## config.mk

```make
export PLATFORM = sky130hd
export DESIGN_NAME = vga_timing_recover_flat
export DESIGN_NICKNAME = d
export VERILOG_FILES = /design/src/rtl/vga_timing_recover_pkg.sv /design/src/rtl/vga_timing_recover_if.sv /design/src/rtl/vga_timing_recover_sync_edge.sv /design/src/rtl/vga_timing_recover.sv /design/src/flat_wrapper.sv
export SDC_FILE = /design/constraint.sdc
export NUM_CORES = 1
export LEC_CHECK = 0
export ABC_AREA = 1
export CAP_MARGIN = 10
export CELL_PAD_IN_SITES_DETAIL_PLACEMENT = 1
export CELL_PAD_IN_SITES_GLOBAL_PLACEMENT = 1
export CORE_MARGIN = 2
export CORE_UTILIZATION = 45
export CTS_CLUSTER_DIAMETER = 100
export DETAILED_ROUTE_END_ITERATION = 12
export HOLD_SLACK_MARGIN = 0.05
export PLACE_DENSITY_LB_ADDON = 0.15
export SYNTH_ARGS = -nofsm -noshare
export SYNTH_HDL_FRONTEND = slang
export SYNTH_HIERARCHICAL = 1
export SYNTH_SLANG_ARGS = --single-unit
```

## constraint.sdc

```tcl
create_clock -name pclk -period 3.4 [get_ports pclk]
set_input_delay 0.51 -clock pclk [delete_from_list [all_inputs] [get_ports pclk]]
set_output_delay 0.51 -clock pclk [all_outputs]
set_load 0.02 [all_outputs]
```

## src/rtl/vga_timing_recover_pkg.sv

```systemverilog
// Shared 800x600@60 timing constants, recovery FSM states and count type.
package vga_pkg;

    typedef logic [11:0] count_t;

    typedef enum logic [1:0] {
        SEARCH,
        H_ACQ,
        V_ACQ,
        LOCKED
    } state_t;

    localparam int unsigned VGA_H_TOTAL      = 1056;
    localparam int unsigned VGA_H_ACTIVE     = 800;
    localparam int unsigned VGA_H_SYNC_START = 840;
    localparam int unsigned VGA_V_TOTAL      = 628;
    localparam int unsigned VGA_V_ACTIVE     = 600;
    localparam int unsigned VGA_V_SYNC_START = 601;
    localparam int unsigned VGA_LOCK_LINES   = 4;

endpackage

```

## src/rtl/vga_timing_recover_if.sv

```systemverilog
// Sync/blank stream into the recovery block and the regenerated timing out of it.
interface vga_timing_recover_if;
    import vga_pkg::*;

    logic       hsync_in;
    logic       vsync_in;
    logic       hblnk_in;
    logic       vblnk_in;
    count_t     hcount;
    count_t     vcount;
    logic       de;
    logic       lock;
    logic       frame_start;
    count_t     line_len;
    logic [7:0] err_cnt;

    modport master (
        output hsync_in, vsync_in, hblnk_in, vblnk_in,
        input  hcount, vcount, de, lock, frame_start, line_len, err_cnt
    );

    modport slave (
        input  hsync_in, vsync_in, hblnk_in, vblnk_in,
        output hcount, vcount, de, lock, frame_start, line_len, err_cnt
    );

endinterface

```

## src/rtl/vga_timing_recover_sync_edge.sv

```systemverilog
// Registers the incoming sync/blank wires and flags hsync/vsync rising edges.
module vga_sync_edge (
    input  logic pclk,
    input  logic rst_n,
    input  logic hsync_in,
    input  logic vsync_in,
    input  logic hblnk_in,
    input  logic vblnk_in,
    output logic hs_rise,
    output logic vs_rise,
    output logic hblnk_q,
    output logic vblnk_q
);
    logic hsync_q;
    logic vsync_q;

    always_ff @(posedge pclk or negedge rst_n) begin
        if (!rst_n) begin
            hsync_q <= 1'b0;
            vsync_q <= 1'b0;
            hblnk_q <= 1'b0;
            vblnk_q <= 1'b0;
        end else begin
            hsync_q <= hsync_in;
            vsync_q <= vsync_in;
            hblnk_q <= hblnk_in;
            vblnk_q <= vblnk_in;
        end
    end

    assign hs_rise = hsync_in & ~hsync_q;
    assign vs_rise = vsync_in & ~vsync_q;

endmodule

```

## src/rtl/vga_timing_recover.sv

```systemverilog
// Locks to an 800x600 sync/blank stream and regenerates hcount/vcount, de, frame_start.
// Define VGA_BLANK_CHECK_EN to cross-check blank inputs while locked (err_cnt).
module vga_timing_recover
    import vga_pkg::*;
#(
    parameter int unsigned H_TOTAL      = VGA_H_TOTAL,
    parameter int unsigned H_ACTIVE     = VGA_H_ACTIVE,
    parameter int unsigned H_SYNC_START = VGA_H_SYNC_START,
    parameter int unsigned V_TOTAL      = VGA_V_TOTAL,
    parameter int unsigned V_ACTIVE     = VGA_V_ACTIVE,
    parameter int unsigned V_SYNC_START = VGA_V_SYNC_START,
    parameter int unsigned LOCK_LINES   = VGA_LOCK_LINES
) (
    input  logic                 pclk,
    input  logic                 rst_n,
    vga_timing_recover_if.slave  bus
);
    localparam count_t HT       = count_t'(H_TOTAL);
    localparam count_t HT_M1    = count_t'(H_TOTAL - 1);
    localparam count_t HA       = count_t'(H_ACTIVE);
    localparam count_t HSS      = count_t'(H_SYNC_START);
    localparam count_t VT_M1    = count_t'(V_TOTAL - 1);
    localparam count_t VA       = count_t'(V_ACTIVE);
    localparam count_t VSS      = count_t'(V_SYNC_START);
    localparam count_t LL       = count_t'(LOCK_LINES);
    localparam count_t VACQ_MAX = count_t'(2 * V_TOTAL);

    logic   hs_rise, vs_rise, hblnk_q, vblnk_q;
    state_t state;
    logic   lock;
    count_t hcount, vcount, period, line_len, good, vacq_lines;
    count_t hc_free, vc_free;
    logic   h_wrap, bad_period, missing_hs, vs_misplaced, blank_err;

    vga_sync_edge u_edge (
        .pclk     (pclk),
        .rst_n    (rst_n),
        .hsync_in (bus.hsync_in),
        .vsync_in (bus.vsync_in),
        .hblnk_in (bus.hblnk_in),
        .vblnk_in (bus.vblnk_in),
        .hs_rise  (hs_rise),
        .vs_rise  (vs_rise),
        .hblnk_q  (hblnk_q),
        .vblnk_q  (vblnk_q)
    );

    // Free-running prediction; a correctly placed vsync must land on it exactly.
    always_comb begin
        h_wrap       = (hcount == HT_M1);
        hc_free      = h_wrap ? '0 : hcount + 1'b1;
        vc_free      = vcount;
        if (h_wrap)
            vc_free = (vcount == VT_M1) ? '0 : vcount + 1'b1;
        bad_period   = hs_rise && (period != HT);
        missing_hs   = !hs_rise && (period > HT);
        vs_misplaced = vs_rise && ((vc_free != VSS) || (hc_free != '0));
    end

    always_ff @(posedge pclk or negedge rst_n) begin
        if (!rst_n) begin
            hcount   <= '0;
            vcount   <= '0;
            period   <= '0;
            line_len <= '0;
        end else begin
            hcount <= hc_free;
            vcount <= vc_free;
            if (vs_rise) begin
                vcount <= VSS;
                hcount <= '0;
            end
            if (hs_rise) begin
                hcount   <= HSS;
                line_len <= period;
                period   <= count_t'(1);
            end else if (period != '1) begin
                period <= period + 1'b1;
            end
        end
    end

    always_ff @(posedge pclk or negedge rst_n) begin
        if (!rst_n) begin
            state      <= SEARCH;
            lock       <= 1'b0;
            good       <= '0;
            vacq_lines <= '0;
        end else begin
            unique case (state)
                SEARCH: begin
                    lock <= 1'b0;
                    if (hs_rise) begin
                        state <= H_ACQ;
                        good  <= '0;
                    end
                end
                H_ACQ: begin
                    if (hs_rise) begin
                        if (bad_period) begin
                            good <= '0;
                        end else if (good + 1'b1 == LL) begin
                            state      <= V_ACQ;
                            vacq_lines <= '0;
                        end else begin
                            good <= good + 1'b1;
                        end
                    end
                end
                V_ACQ: begin
                    if (bad_period || (vacq_lines == VACQ_MAX)) begin
                        state <= SEARCH;
                    end else if (vs_rise) begin
                        state <= LOCKED;
                        lock  <= 1'b1;
                    end else if (hs_rise) begin
                        vacq_lines <= vacq_lines + 1'b1;
                    end
                end
                LOCKED: begin
                    if (bad_period || missing_hs || vs_misplaced || blank_err) begin
                        state <= SEARCH;
                        lock  <= 1'b0;
                    end
                end
            endcase
        end
    end

`ifdef VGA_BLANK_CHECK_EN
    logic [7:0] err_cnt;

    // Registered blanks line up with the current hcount/vcount (both one cycle behind source).
    assign blank_err = (hblnk_q != (hcount >= HA)) || (vblnk_q != (vcount >= VA));

    always_ff @(posedge pclk or negedge rst_n) begin
        if (!rst_n)
            err_cnt <= '0;
        else if ((state == LOCKED) && blank_err && (err_cnt != '1))
            err_cnt <= err_cnt + 1'b1;
    end

    assign bus.err_cnt = err_cnt;
`else
    logic blank_unused;

    assign blank_unused = hblnk_q ^ vblnk_q;
    assign blank_err    = 1'b0;
    assign bus.err_cnt  = '0;
`endif

    assign bus.hcount      = hcount;
    assign bus.vcount      = vcount;
    assign bus.line_len    = line_len;
    assign bus.lock        = lock;
    assign bus.de          = lock && (hcount < HA) && (vcount < VA);
    assign bus.frame_start = lock && (hcount == '0) && (vcount == '0);

endmodule

```

## src/flat_wrapper.sv

```systemverilog
// flat-port wrapper written by rule: the top's interface ports become plain ports
module vga_timing_recover_flat import vga_pkg::*;
#(
    parameter int unsigned H_TOTAL      = VGA_H_TOTAL,
    parameter int unsigned H_ACTIVE     = VGA_H_ACTIVE,
    parameter int unsigned H_SYNC_START = VGA_H_SYNC_START,
    parameter int unsigned V_TOTAL      = VGA_V_TOTAL,
    parameter int unsigned V_ACTIVE     = VGA_V_ACTIVE,
    parameter int unsigned V_SYNC_START = VGA_V_SYNC_START,
    parameter int unsigned LOCK_LINES   = VGA_LOCK_LINES
)
  (pclk, rst_n, bus_hsync_in, bus_vsync_in, bus_hblnk_in, bus_vblnk_in, bus_hcount, bus_vcount, bus_de, bus_lock, bus_frame_start, bus_line_len, bus_err_cnt);
  vga_timing_recover_if bus_i ();
  input  logic pclk;
  input  logic rst_n;
  input wire logic [$bits(bus_i.hsync_in)-1:0] bus_hsync_in;
  input wire logic [$bits(bus_i.vsync_in)-1:0] bus_vsync_in;
  input wire logic [$bits(bus_i.hblnk_in)-1:0] bus_hblnk_in;
  input wire logic [$bits(bus_i.vblnk_in)-1:0] bus_vblnk_in;
  output wire logic [$bits(bus_i.hcount)-1:0] bus_hcount;
  output wire logic [$bits(bus_i.vcount)-1:0] bus_vcount;
  output wire logic [$bits(bus_i.de)-1:0] bus_de;
  output wire logic [$bits(bus_i.lock)-1:0] bus_lock;
  output wire logic [$bits(bus_i.frame_start)-1:0] bus_frame_start;
  output wire logic [$bits(bus_i.line_len)-1:0] bus_line_len;
  output wire logic [$bits(bus_i.err_cnt)-1:0] bus_err_cnt;
  assign bus_i.hsync_in = bus_hsync_in;
  assign bus_i.vsync_in = bus_vsync_in;
  assign bus_i.hblnk_in = bus_hblnk_in;
  assign bus_i.vblnk_in = bus_vblnk_in;
  assign bus_hcount = bus_i.hcount;
  assign bus_vcount = bus_i.vcount;
  assign bus_de = bus_i.de;
  assign bus_lock = bus_i.lock;
  assign bus_frame_start = bus_i.frame_start;
  assign bus_line_len = bus_i.line_len;
  assign bus_err_cnt = bus_i.err_cnt;
  vga_timing_recover #(.H_TOTAL(H_TOTAL), .H_ACTIVE(H_ACTIVE), .H_SYNC_START(H_SYNC_START), .V_TOTAL(V_TOTAL), .V_ACTIVE(V_ACTIVE), .V_SYNC_START(V_SYNC_START), .LOCK_LINES(LOCK_LINES)) u_core (.pclk(pclk), .rst_n(rst_n), .bus(bus_i));
endmodule
```

==> metrics <==
run status=completed; drt wl/cell=14.7 µm; first-pass GRT wire length=21.5 mm; DIE WIDTH=between 100 and 150 µm; final hold viol count=0; Leak=between 2 and 3 nW; RSZ-0062 raised after global routing=false; largest stage delay on the critical path=0.66 ns; Clock Latency Late Sink=approximately 0.37 ns; cells after synthesis=663; most common cell after layout, fill and taps aside=nand2_1; PnR worst setup slack=0.522 ns; post-DP HPWL=9.15 mm; crit-path max FO=5; worst hold slack=0.278 ns; Syn Area/Cell=7.17 µm²; grt ovf=0; io pins=53; initial antenna violation count=0; H-tree levels=3; pre-CTS setup slack=0.755 ns; Worst VDD drop=375 µV; most frequent cells in the layout=199 x nand2_1, 82 x inv_1, 77 x dfrtp_1, 72 x nor2_1, 43 x nand3_1; Required @ worst endpoint=between 2 and 3 ns; die footprint=11,400 µm²; Post-CTS Setup Inserts=0; kind of critical path=reg -> out; 1st-iter DRT viols=137; CTS tree=built; Non-Filler Instances=846; largest net degree at the start of global routing=78; type of the most critical hold path=in -> async; fmax=0.348 GHz; total wire length=around 12 mm; synth warn=6; maximum root-to-sink buffer count=2; die height=107 µm; Worst-Margin Slew=~1 ns; crit end category=output pin; Core Box Area=10,300 µm²; Max-Cap Viols=0; final setup vio count=0; PwrDens=476 nW/µm²; fin util=53.2%; WP data arrival=2.37 ns; critical-path cell list=inv_1, ha_1, nand4_1, nor4_1, nand3_1, nor4_1, clkdlybuf4s50_1; Top cell by count, worst path=nor4_1; Initial Util=46.3%; layout cells sized above 1=6.34%; Inst Count DP=just over 800; std cell rows=37; setup TNS=0 ns; Buffers on Ports=42; family with the most delay on the worst path=buffers and inverters; minimum clock period=roughly 2.9 ns; GPL Wtd Cong=0.854; Layout area overhead=15.0%; max-slew violations=0; root buffer cell=clkbuf_8; clock sinks=77; CTS clk-pin slew, worst paths=0.08 ns; Clock Skews=0.00931 ns; 1st-pass router iterations=4; post-CTS resize count=0; CTS Buf Count=9; Nets=approximately 720; vias in the first global route=4,586; Vias per Instance=5.19; slowest CP cell=clkdlybuf4s50_1; Antenna Nets Post-Route=0; Ant. Diodes=0; overall via count from detail_route=4,391; fin crit share=84.6%; DR DRC count=0; CTS Hold Bufs=0; Worst Path Buf+Inv=2; Worst slew margin=33.4%; mapped cell area=4750 µm²; total track usage=23.6%; CP Launch Type=flip-flop
## state kept, by name, summed over array words and instances, names as in the netlist
name and cells:
u_core/bus.hcount 12, u_core/bus.lock 1, u_core/state 2, u_core/bus.vcount 12, u_core/u_edge/hsync_q 1, u_core/bus.line_len 12, u_core/good 12, u_core/vacq_lines 12
u_core/u_edge/vsync_q 1, u_core/period 12
## path summary, 6_finish.rpt
check	depth (start not counted)	start	to	slack (ns)
max	7	u_core/bus.hcount[0]	bus_frame_start	0.52
min	1	rst_n	u_core/bus.line_len[0]	0.28
max reg2reg	15	u_core/bus.hcount[1]	u_core/state[1]	0.73
min reg2reg	2	u_core/bus.line_len[7]	u_core/bus.line_len[7]	0.48
max in group asynchronous	1	rst_n	u_core/u_edge/vsync_q	2.44
min in group pclk	2	u_core/bus.line_len[7]	u_core/bus.line_len[7]	0.48
## power breakdown
group | internal (mW) | switching [mW]
clock network | 0.379 | 0.351
registers | 1.01 | 0.0973
logic | 0.259 | 0.509
total | 1.65 | 0.957
## stage by stage
stage	total power, mW	instance area (µm²)
floorplan	1.65	4780
global placement	1.85	5260
detailed placement	1.89	5260
CTS	2.64	5470
global route	2.78	5470
finish	2.60	5470
## layout make-up
class,instances,area (µm²)
Clock buffer,11,151
Clock inverter,5,58.8
Inverter,84,315
Tap cell,136,170
Multi-Input combinational cell,486,2390
Timing Repair Buffer,47,455
Fill cell,1369,4810
Sequential cell,77,1930
## routing by layer
| metal | vias up | global-route usage, % | wire, µm |
|---|---|---|---|
| li1 | 2181 | - | - |
| met1 | 2120 | 28.9 | 5690 |
| met2 | 68 | 41.4 | 6150 |
| met3 | 22 | 3.83 | 314 |
| met4 | 0 | 9.09 | 265 |
| met5 | - | 0 | 0 |
No activity file was read; power rests on OpenSTA's default activity.
